==> src/rtl/prng_word_packer.sv <==
// rtl/prng_word_packer.sv - packs a serial PRNG bit stream into words behind a small FWFT buffer
// with overflow tracking.

module prng_word_packer #(
    parameter int WORD_WIDTH = 32,
    parameter int FIFO_DEPTH = 4
) (
    input  logic                          clock,
    input  logic                          reset,
    input  logic                          clear,
    input  logic                          bit_valid,
    input  logic                          bit_in,
    output logic [WORD_WIDTH-1:0]         word_data,
    output logic                          word_valid,
    input  logic                          word_ready,
    output logic [$clog2(FIFO_DEPTH):0]   fill_level,
    output logic                          overflow,
    output logic [15:0]                   drop_count
);

    localparam int CW = (WORD_WIDTH > 1) ? $clog2(WORD_WIDTH) : 1;
    localparam int AW = $clog2(FIFO_DEPTH);
    localparam int FW = AW + 1;

    logic [CW-1:0]         bit_cnt_q, bit_cnt_d;
    logic [WORD_WIDTH-2:0] sr_q, sr_d;
    logic [AW-1:0]         rd_ptr_q, rd_ptr_d;
    logic [AW-1:0]         wr_ptr_q, wr_ptr_d;
    logic [FW-1:0]         count_q, count_d;
    logic                  overflow_q, overflow_d;
    logic [15:0]           drops_q, drops_d;
    logic [WORD_WIDTH-1:0] mem_q [FIFO_DEPTH];
    logic [WORD_WIDTH-1:0] mem_d [FIFO_DEPTH];

    logic [WORD_WIDTH-1:0] word_next;
    logic                  word_done;
    logic                  full;
    logic                  pop;
    logic                  push;
    logic                  drop;

    // The completed word includes the bit arriving on this edge, so it can be
    // pushed without waiting for the shift register to catch up.
    assign word_next = {sr_q, bit_in};
    assign word_done = bit_valid && (bit_cnt_q == CW'(WORD_WIDTH - 1));
    assign full      = (count_q == FW'(FIFO_DEPTH));
    assign pop       = (count_q != '0) && word_ready;
    assign push      = word_done && (!full || pop);
    assign drop      = word_done && full && !pop;

    always_comb begin
        bit_cnt_d  = bit_cnt_q;
        sr_d       = sr_q;
        rd_ptr_d   = rd_ptr_q;
        wr_ptr_d   = wr_ptr_q;
        count_d    = count_q;
        overflow_d = overflow_q;
        drops_d    = drops_q;
        mem_d      = mem_q;

        if (clear) begin
            bit_cnt_d  = '0;
            sr_d       = '0;
            rd_ptr_d   = '0;
            wr_ptr_d   = '0;
            count_d    = '0;
            overflow_d = 1'b0;
            drops_d    = '0;
        end else begin
            if (bit_valid) begin
                sr_d      = word_next[WORD_WIDTH-2:0];
                bit_cnt_d = word_done ? '0 : bit_cnt_q + CW'(1);
            end
            if (pop) begin
                rd_ptr_d = rd_ptr_q + AW'(1);
            end
            if (push) begin
                mem_d[wr_ptr_q] = word_next;
                wr_ptr_d        = wr_ptr_q + AW'(1);
            end
            if (push && !pop) begin
                count_d = count_q + FW'(1);
            end else if (pop && !push) begin
                count_d = count_q - FW'(1);
            end
            if (drop) begin
                overflow_d = 1'b1;
                if (drops_q != 16'hFFFF) begin
                    drops_d = drops_q + 16'd1;
                end
            end
        end
    end

    always_ff @(posedge clock) begin
        if (reset) begin
            bit_cnt_q  <= '0;
            sr_q       <= '0;
            rd_ptr_q   <= '0;
            wr_ptr_q   <= '0;
            count_q    <= '0;
            overflow_q <= 1'b0;
            drops_q    <= '0;
        end else begin
            bit_cnt_q  <= bit_cnt_d;
            sr_q       <= sr_d;
            rd_ptr_q   <= rd_ptr_d;
            wr_ptr_q   <= wr_ptr_d;
            count_q    <= count_d;
            overflow_q <= overflow_d;
            drops_q    <= drops_d;
        end
    end

    // Storage needs no reset: stale entries are never visible while count_q is 0.
    always_ff @(posedge clock) begin
        if (!reset) begin
            mem_q <= mem_d;
        end
    end

    assign word_valid = (count_q != '0);
    assign word_data  = word_valid ? mem_q[rd_ptr_q] : '0;
    assign fill_level = count_q;
    assign overflow   = overflow_q;
    assign drop_count = drops_q;

endmodule

==> config.mk <==
export PLATFORM = sky130hd
export DESIGN_NAME = prng_word_packer
export DESIGN_NICKNAME = d
export VERILOG_FILES = /design/src/rtl/prng_word_packer.sv
export SDC_FILE = /design/constraint.sdc
export NUM_CORES = 1
export LEC_CHECK = 0
export ABC_AREA = 1
export BUFFER_PORTS_ARGS = -buffer_cell sky130_fd_sc_hd__buf_2
export CORE_MARGIN = 2
export CORE_UTILIZATION = 59
export CTS_CLUSTER_DIAMETER = 60
export CTS_CLUSTER_SIZE = 28
export DETAILED_ROUTE_END_ITERATION = 8
export PLACE_DENSITY = 0.79
export SLEW_MARGIN = 20
export SYNTH_ARGS = -nofsm -noshare
export SYNTH_HDL_FRONTEND = slang
export SYNTH_SLANG_ARGS = --single-unit
export TNS_END_PERCENT = 10
==> constraint.sdc <==
create_clock -name clock -period 3.7 [get_ports clock]
set_input_delay 0.74 -clock clock [delete_from_list [all_inputs] [get_ports clock]]
set_output_delay 0.74 -clock clock [all_outputs]
set_load 0.02 [all_outputs]
==> flow_metrics.py, run 1 <==
metrics = {
    "outcome": {
        "status": "finished clean",
    },
    "setup_path": {
        "path_buf_inv": 2,
        "required_ns": 2.96,
        "timing.setup.critical_path_class": "register to output pin",
        "critPathTopFamily": "buffers and inverters",
        "crit_path_start_kind": "register",
        "max_stage_delay_ns": 0.71,
        "critPathSlowestCell": "inv_2",
        "path_cells": "inv_2 > o21ai_0 > a21oi_1 > buf_2",
        "end_kind": "output pin",
        "crit_arrival_ns": 2.30,
        "critical_path.max_fanout": 65,
    },
    "cts": {
        "cts_buffers": 17,
        "post_cts_resized": 0,
        "cts_setup_buffers": 0,
        "cts_buffer_depth": 2,
        "cts.sinks": 188,
        "cts_tree": "built",
        "cts_max_level": 4,
        "clock-root-buffer": "clkbuf_16",
        "path_clk_slew_ns": 0.07,
        "ctsHoldBuffers": 0,
        "clk_latency_ns": 0.43,
    },
    "routing": {
        "dr.first_iter.drc_count": 585,
        "via_per_inst": 5.559,
        "wl_per_cell_microns": 15.81,
        "drt_pass1_iterations": 5,
        "routed_wl_mm": 15.61,
        "num_vias": 5487,
        "ant_nets": 0,
        "drc": 0,
    },
    "place": {
        "pre_cts_ws_ns": 1.121,
        "io_buffers": 58,
        "dp_hpwl_mm": 8.787,
        "finalWeightedCongestion": 0.8501,
    },
    "logic_synthesis": {
        "ys_seq_area_share_pct": 66.38,
        "synth_nets": 765,
        "syn-cell-area_sq_um": 7600,
        "yosys-top-cells-area": "edfxtp_1 51%, dfxtp_1 16%, nor2_1 8.2%",
        "yosysTopAreaCellShare_pct": 50.58,
        "synth.avg_cell_area_sq_um": 10.13,
        "synth_cell_types": 29,
        "yosys_warnings": 0,
        "syn_inst": 750,
        "yosysTopAreaCell": "edfxtp_1",
        "yosys_register_bits": 188,
    },
    "grt": {
        "globalRouteTotalUtil_pct": 23.66,
        "antenna_found_initial": 1,
        "grt_max_degree": 66,
        "overflow": 0,
        "grt_pass1_wl_mm": 25.90,
        "grt_pass1_vias": 5336,
    },
    "flow_run": {
        "drv_cap": 0,
    },
    "floorplanning": {
        "start_util_pct": 60.22,
        "num_rows": 41,
        "core-area_sq_um": 12620,
        "die_x_microns": 117.5,
        "pin_count": 59,
        "die_area_sq_um": 13810,
        "fp.dieH_microns": 117.5,
    },
    "sta": {
        "setup_violations": 0,
        "worst_pin_slew_ns": 0.9912,
        "fmax_mhz": 329.1,
        "hold_viol": 0,
        "slew_headroom_pct": 33.82,
        "period_minus_slack_ns": 3.039,
        "rsz0062_at_grt": "false",
        "setup-tns-final_ns": 0,
        "setup_slack_ns": 0.6614,
        "finClkSkew_ns": 0.007377,
        "slew_viol_final": 0,
        "finalCritPeriodShare_pct": 82.12,
    },
    "final_layout": {
        "syn_to_final_growth_pct": 13.75,
        "nets": 817,
        "register_area_sq_um": 5046,
        "final_util_pct": 68.50,
        "multi_input_comb_area_sq_um": 2275,
        "drive_above_1_share_pct": 14.86,
        "fillers": 931,
    },
    "min_path": {
        "hp-class": "register to register",
    },
    "power": {
        "p_per_area_nw_per_um2": 470.0,
        "max-vdd-ir-drop_mv": 0.2260,
        "p_leak_uw": 0.003159,
    },
}
state kept, by name, indices dropped and copies added (netlist names):
signal,cells
bit_cnt_q,5
sr_q,31
mem_q,128
wr_ptr_q,2
fill_level,3
overflow,1
rd_ptr_q,2
drop_count,16
metrics by stage:
stage | hold slack, ns | instance area [sq um] | total power [uW] | std cells
3_3_place_gp | 0.4466 | 8056 | 2301 | 955
3_5_place_dp | 0.4530 | 8056 | 2303 | 955
6_report | 0.4674 | 8645 | 4063 | 987
5_1_grt | 0.4983 | 8645 | 4173 | 987
4_1_cts | 0.4686 | 8642 | 4074 | 986
2_1_floorplan | 0.4497 | 7600 | 2290 | 750
worst reg2reg max path: cells and delay by family (launching register included):
kind / cells / cell delay (ns)
AOI/OAI and AO/OA: 4 / 0.49
adders and majority gates: 4 / 0.88
buffers and inverters: 4 / 0.33
DFF: 1 / 0.37
and+or+nand+nor: 3 / 0.32
worst paths after layout:
kind	start	to	slack (ns)	depth (start not counted)
worst max-delay path	rd_ptr_q[0]	word_data[1]	0.66	4
worst min-delay path	overflow	overflow	0.47	1
worst max register to register	bit_cnt_q[1]	fill_level[2]	1.19	15
worst min register to register	overflow	overflow	0.47	1
layer usage:
layer	vias to the layer above	global-route usage, %	part of all wire, %
met4	0	9.563	1.7
met1	2612	29.85	41
met2	212	39.55	51
met5	-	0	0
li1	2641	-	-
met3	22	5.766	6.5
Yosys cell counts:
library cell	count
nor3_1	6
nand2_4	1
nor2_2	6
edfxtp_1	128
clkbuf_1	20
nand4_1	7
nand3_1	12
buf_6	1
buf_2	13
o21ai_1	6
inv_1	26
nand3b_1	1
nand2_1	111
clkinv_1	2
inv_2	6
o21ai_0	71
fa_1	1
xor2_1	2
o21a_1	1
nand3_4	1
nor2_4	4
ha_1	8
a31oi_1	2
dfxtp_1	60
nor2_1	166
nand2_2	2
a21oi_1	82
buf_1	3
or2_2	1
area by class of cell:
cell class	instances	share of cell area, %
Clock inverter	8	1.361
Clock buffer	23	5.413
Timing Repair Buffer	70	4.545
Inverter	34	1.476
Antenna cell	1	0.02895
Tap cell	172	2.490
Sequential cell	188	58.37
Multi-Input combinational cell	491	26.31
where the power goes:
part / switching (uW) / total (uW) / internal [uW]
Clock: 716 / 1800 / 1090
Combinational: 29.6 / 38.3 / 8.67
Sequential: 1.22 / 2220 / 2220
kinds of logic after synthesis:
logic type               after synthesis  synth area share [%]
adder cells (fa/ha/maj)                9                 1.581
AND/OR/NAND/NOR                      318                 17.25
buffers and inverters                 71                 3.819
flip-flops                           188                 66.38
AO/OA/AOI/OAI                        162                 10.73
XOR/XNOR                               2                0.2305
cells in the final DEF, fill, tap and decap left out, types with 2 or more instances in the layout:
master and instances:
nor2_1 162, edfxtp_1 128, nand2_1 111, a21oi_1 82, o21ai_0 71, dfxtp_1 59
buf_2 58, inv_1 26, clkbuf_16 17, nand3_1 12, buf_4 11, nor2_2 10
ha_1 8, nand4_1 7, inv_2 6, o21ai_1 6, nor3_1 6, clkinv_1 4
nor2_4 4, clkbuf_1 4, bufinv_16 3, a31oi_1 2, xor2_1 2, nand2_2 2
clkbuf_8 2, clkinvlp_4 2
(Power assumes the default switching activity.)
==> run 2, diff against run 1 <==
- CORE_UTILIZATION: 59 -> 54
- PLACE_DENSITY: 0.79 -> 0.76
- clock period: 3.7 -> 2.6 ns (I/O delays scaled with it)
==> flow_metrics.py, run 2 (synthesis results as in run 1) <==
metrics = {
    "outcome": {
        "status": "finished clean",
    },
    "floorplanning": {
        "die_area_sq_um": 15040,
        "fp.dieH_microns": 122.6,
        "core-area_sq_um": 13830,
        "pin_count": 59,
        "num_rows": 43,
        "start_util_pct": 54.96,
        "die_x_microns": 122.6,
    },
    "place": {
        "place_inst": 968,
        "dp_hpwl_mm": 9.656,
        "finalWeightedCongestion": 0.8721,
        "pre_cts_ws_ns": 0.1133,
        "io_buffers": 58,
    },
    "min_path": {
        "hp-class": "input pin to register",
        "min_from": "bit_in",
    },
    "power": {
        "p_per_area_nw_per_um2": 664.8,
        "max-vdd-ir-drop_mv": 0.3551,
        "p_leak_uw": 0.003205,
        "finalPower_uw": 5846,
    },
    "sta": {
        "setup-tns-final_ns": 0,
        "slew_headroom_pct": 54.78,
        "setup_slack_ns": 0.1375,
        "finalCritPeriodShare_pct": 94.71,
        "hold_viol": 0,
        "fmax_mhz": 406.1,
        "setup_violations": 0,
        "period_minus_slack_ns": 2.462,
        "fin_worst_hold_slack_ns": 0.3423,
        "rsz0062_at_grt": "true",
        "finClkSkew_ns": 0.008512,
        "worst_pin_slew_ns": 0.6783,
        "slew_viol_final": 0,
    },
    "cts": {
        "cts.sinks": 188,
        "cts_tree": "built",
        "clk_latency_ns": 0.43,
        "path_clk_slew_ns": 0.07,
        "clock-root-buffer": "clkbuf_16",
        "cts_buffer_depth": 2,
        "cts_max_level": 4,
        "cts_setup_buffers": 0,
        "cts_buffers": 17,
    },
    "routing": {
        "num_vias": 5438,
        "dr.first_iter.drc_count": 584,
        "ant_nets": 0,
        "routed_wl_mm": 16.17,
        "wl_per_cell_microns": 16.17,
        "via_per_inst": 5.438,
        "drt_pass1_iterations": 5,
        "drc": 0,
    },
    "final_layout": {
        "largest_register_ffs": 128,
        "final_cell_mix": "162 x nor2_1, 128 x edfxtp_1, 110 x nand2_1, 82 x a21oi_1, 69 x o21ai_0",
        "antennaDiodeCount": 0,
        "drive_above_1_share_pct": 16.83,
        "nets": 822,
        "syn_to_final_growth_pct": 15.71,
        "largest_register": "mem_q",
        "fin_cells": 1000,
        "fillers": 1043,
        "final_common_cell": "nor2_1",
    },
    "grt": {
        "globalRouteTotalUtil_pct": 22.88,
        "antenna_found_initial": 0,
        "grt_pass1_vias": 5228,
        "grt_pass1_wl_mm": 26.09,
        "overflow": 0,
        "grt_max_degree": 38,
    },
    "setup_path": {
        "critPathLaunch": "rd_ptr_q[0]",
        "max_stage_delay_ns": 0.41,
        "r2r_start": "bit_cnt_q[1]",
        "crit_arrival_ns": 1.94,
        "required_ns": 2.08,
        "timing.setup.critical_path_class": "register to output pin",
        "end_kind": "output pin",
        "path_buf_inv": 3,
        "critPathTopFamily": "buffers and inverters",
        "critical_path.max_fanout": 22,
        "crit_path_start_kind": "register",
        "r2r_slack_ns": 0.28,
        "path_cells": "inv_2 > buf_4 > o21ai_0 > a21oi_1 > buf_2",
        "critPathSlowestCell": "dfxtp_4",
    },
    "flow_run": {
        "drv_cap": 0,
    },
}
-- run 2: cell types whose count changed in the layout (fill, tap and decap cells not counted), moves of 2 or more --
cell | before | now
clkinv_1 | 4 | 2
buf_6 | 0 | 2
buf_12 | 1 | 6
clkinv_4 | 0 | 2
o21ai_1 | 6 | 8
o21ai_0 | 71 | 69
buf_4 | 11 | 9
dfxtp_1 | 59 | 57
clkinv_2 | 1 | 4
clkbuf_1 | 4 | 0
inv_6 | 0 | 2
-- run 2: what timing repair did --
action                     in CTS  in global routing
hold buffers                    0                  0
setup endpoints to repair       0                  8
gates resized for setup         0                 10
-- run 2: cell type report --
| type | count | area [sq um] | share of cell area (%) |
|---|---|---|---|
| multi-input cells | 491 | 2282 | 25.95 |
| repair buffers | 75 | 500.5 | 5.692 |
| clock buffers | 18 | 439.2 | 4.994 |
| well taps | 180 | 225.2 | 2.561 |
| inverters | 34 | 127.6 | 1.451 |
| clock inverters | 14 | 167.7 | 1.907 |
| flip-flops and latches | 188 | 5051 | 57.44 |
-- run 2: per-stage QoR --
step	utilization, %	cell area, sq um
3_5_place_dp	59.06	8167
5_1_grt	63.60	8793
4_1_cts	63.45	8773
2_1_floorplan	-	7600
6_report	63.60	8793
3_3_place_gp	59.06	8167
-- run 2: path summary, 6_finish.rpt --
kind	endpoint	cells after the start
hold reg to reg	overflow	1
setup / recovery	word_data[20]	5
hold / removal	mem_q[32]	1
setup reg to reg	fill_level[2]	15
-- run 2: power breakdown --
part           switching [uW]  internal, uW
clock network            1090          1540
logic                    43.9          13.3
registers                1.89          3150
total                    1140          4710
-- run 2: metal layers --
metal	global-route usage, %	vias to the layer above	routed length [microns]
met4	8.693	0	263
met1	27.77	2584	6634
li1	-	2663	-
met2	39.86	168	8491
met5	0	-	0
met3	5.112	23	776
==> run 3, diff against run 2 <==
- CELL_PAD_IN_SITES_DETAIL_PLACEMENT: unset -> 1
- CELL_PAD_IN_SITES_GLOBAL_PLACEMENT: unset -> 2
- CORE_UTILIZATION: 54 -> 35
- PLACE_DENSITY: 0.76 -> 0.71
==> flow_metrics.py, run 3 (synthesis results as in run 1) <==
metrics = {
    "routing": {
        "wl_met1_mm": 8.823,
        "routed_wl_mm": 18.84,
        "dr.first_iter.drc_count": 181,
        "met3_length_microns": 387,
        "top_layer": "met4",
        "wl_met2_mm": 9.388,
        "wl_per_cell_microns": 17.13,
        "drc": 0,
        "via_per_inst": 4.979,
        "drt_pass1_iterations": 4,
        "ant_nets": 0,
        "num_vias": 5477,
    },
    "setup_path": {
        "r2r_start": "bit_cnt_q[1]",
        "max_stage_delay_ns": 0.35,
        "rr_worst_depth": 15,
        "r2r_slack_ns": 0.20,
        "required_ns": 2.08,
        "crit_path_start_kind": "register",
        "path_cells": "inv_2 > buf_4 > o21ai_0 > a21oi_1 > buf_2",
        "end_kind": "output pin",
        "timing.setup.critical_path_class": "register to output pin",
        "critPathSlowestCell": "dfxtp_2",
        "critical_path.max_fanout": 16,
        "reg2reg_to": "fill_level[2]",
        "crit_arrival_ns": 1.89,
    },
    "cts": {
        "ctsHoldBuffers": 0,
        "cts_max_level": 4,
        "clk_latency_ns": 0.43,
        "cts.sinks": 188,
        "path_clk_slew_ns": 0.07,
        "post_cts_resized": 0,
        "cts_buffers": 17,
        "clock-root-buffer": "clkbuf_16",
        "cts_setup_buffers": 0,
        "cts_tree": "built",
        "cts_buffer_depth": 2,
    },
    "place": {
        "io_buffers": 58,
        "dp_hpwl_mm": 11.92,
        "placed_cell_area_sq_um": 8285,
        "finalWeightedCongestion": 0.7592,
    },
    "outcome": {
        "status": "finished clean",
    },
    "min_path": {
        "hp-class": "input pin to register",
        "min_from": "bit_in",
        "whs_path_depth": 1,
        "min_to": "mem_q[64]",
    },
    "floorplanning": {
        "start_util_pct": 35.93,
        "num_rows": 53,
        "fp.dieH_microns": 151.4,
        "die_area_sq_um": 22910,
        "die_x_microns": 151.4,
        "pin_count": 59,
        "core-area_sq_um": 21150,
    },
    "sta": {
        "finalCritPeriodShare_pct": 92.84,
        "slew_viol_final": 0,
        "setup-tns-final_ns": 0,
        "period_minus_slack_ns": 2.414,
        "rsz0062_at_grt": "false",
        "slew_headroom_pct": 49.01,
        "fin_worst_hold_slack_ns": 0.3596,
        "fmax_mhz": 414.3,
        "hold_viol": 0,
        "setup_violations": 0,
        "finClkSkew_ns": 0.01231,
        "worst_pin_slew_ns": 0.7638,
    },
    "grt": {
        "grt_pass1_vias": 5644,
        "antenna_found_initial": 0,
        "grt_pass1_wl_mm": 29.93,
        "globalRouteTotalUtil_pct": 17.29,
        "grt_max_degree": 43,
        "overflow": 0,
    },
    "power": {
        "max-vdd-ir-drop_mv": 0.4595,
        "p_per_area_nw_per_um2": 646.9,
        "finalPower_uw": 5733,
        "p_leak_uw": 0.003193,
    },
    "final_layout": {
        "final_common_cell": "nor2_1",
        "design_area_sq_um": 8862,
        "nets": 827,
        "largest_register_ffs": 128,
        "final_cell_mix": "162 x nor2_1, 128 x edfxtp_1, 111 x nand2_1, 82 x a21oi_1, 70 x o21ai_0",
        "final_util_pct": 41.89,
        "antennaDiodeCount": 0,
        "largest_register": "mem_q",
        "syn_to_final_growth_pct": 16.61,
        "drive_above_1_share_pct": 16.85,
        "fillers": 2376,
    },
    "flow_run": {
        "drv_cap": 0,
    },
}
==> run 3: final cells by class <==
class | count | area, sq um | share of cell area, %
tap | 275 | 344.1 | 3.883
sequential | 188 | 5049 | 56.97
inverter | 34 | 127.6 | 1.440
multi-input combinational | 491 | 2280 | 25.72
clock buffer | 21 | 460.4 | 5.196
clock inverter | 11 | 108.9 | 1.228
timing repair buffer | 80 | 493.0 | 5.563
==> run 3: per-stage QoR <==
stage / cells / setup WS (ns)
finish: 1100 / 0.1863
global route: 1100 / 0.009432
CTS: 1100 / 0.05997
detailed placement: 1068 / 0.08913
global placement: 1068 / 0.1679
floorplan: 750 / -0.4723
==> run 3: layer usage <==
metal / vias to the layer above / GRT usage (%)
met5: - / 0
met4: 0 / 5.093
met3: 21 / 2.861
met2: 61 / 29.95
met1: 2724 / 22.27
li1: 2671 / -
==> run 3: worst max-delay path by stage <==
stage,from,to,cells past startpoint
2_1_floorplan,bit_cnt_q[1],mem_q[0],10
3_3_place_gp,bit_cnt_q[1],fill_level[2],15
3_5_place_dp,bit_cnt_q[1],fill_level[2],15
4_1_cts,bit_cnt_q[1],fill_level[2],15
5_1_grt,bit_cnt_q[1],fill_level[2],15
6_report,rd_ptr_q[0],word_data[2],5
==> run 3: critical path: cells and delay by family, from the launching register on <==
family	cells	cell delay, ns
buffers and inverters	3	0.72
AO/OA/AOI/OAI	2	0.40
flip-flops	1	0.35
==> run 3: report_power, final <==
part           internal [uW]  switching (uW)  total (uW)
sequential              3160            2.01        3160
combinational           13.4            48.0        61.4
clock                   1380            1130        2510
total                   4550            1180        5730
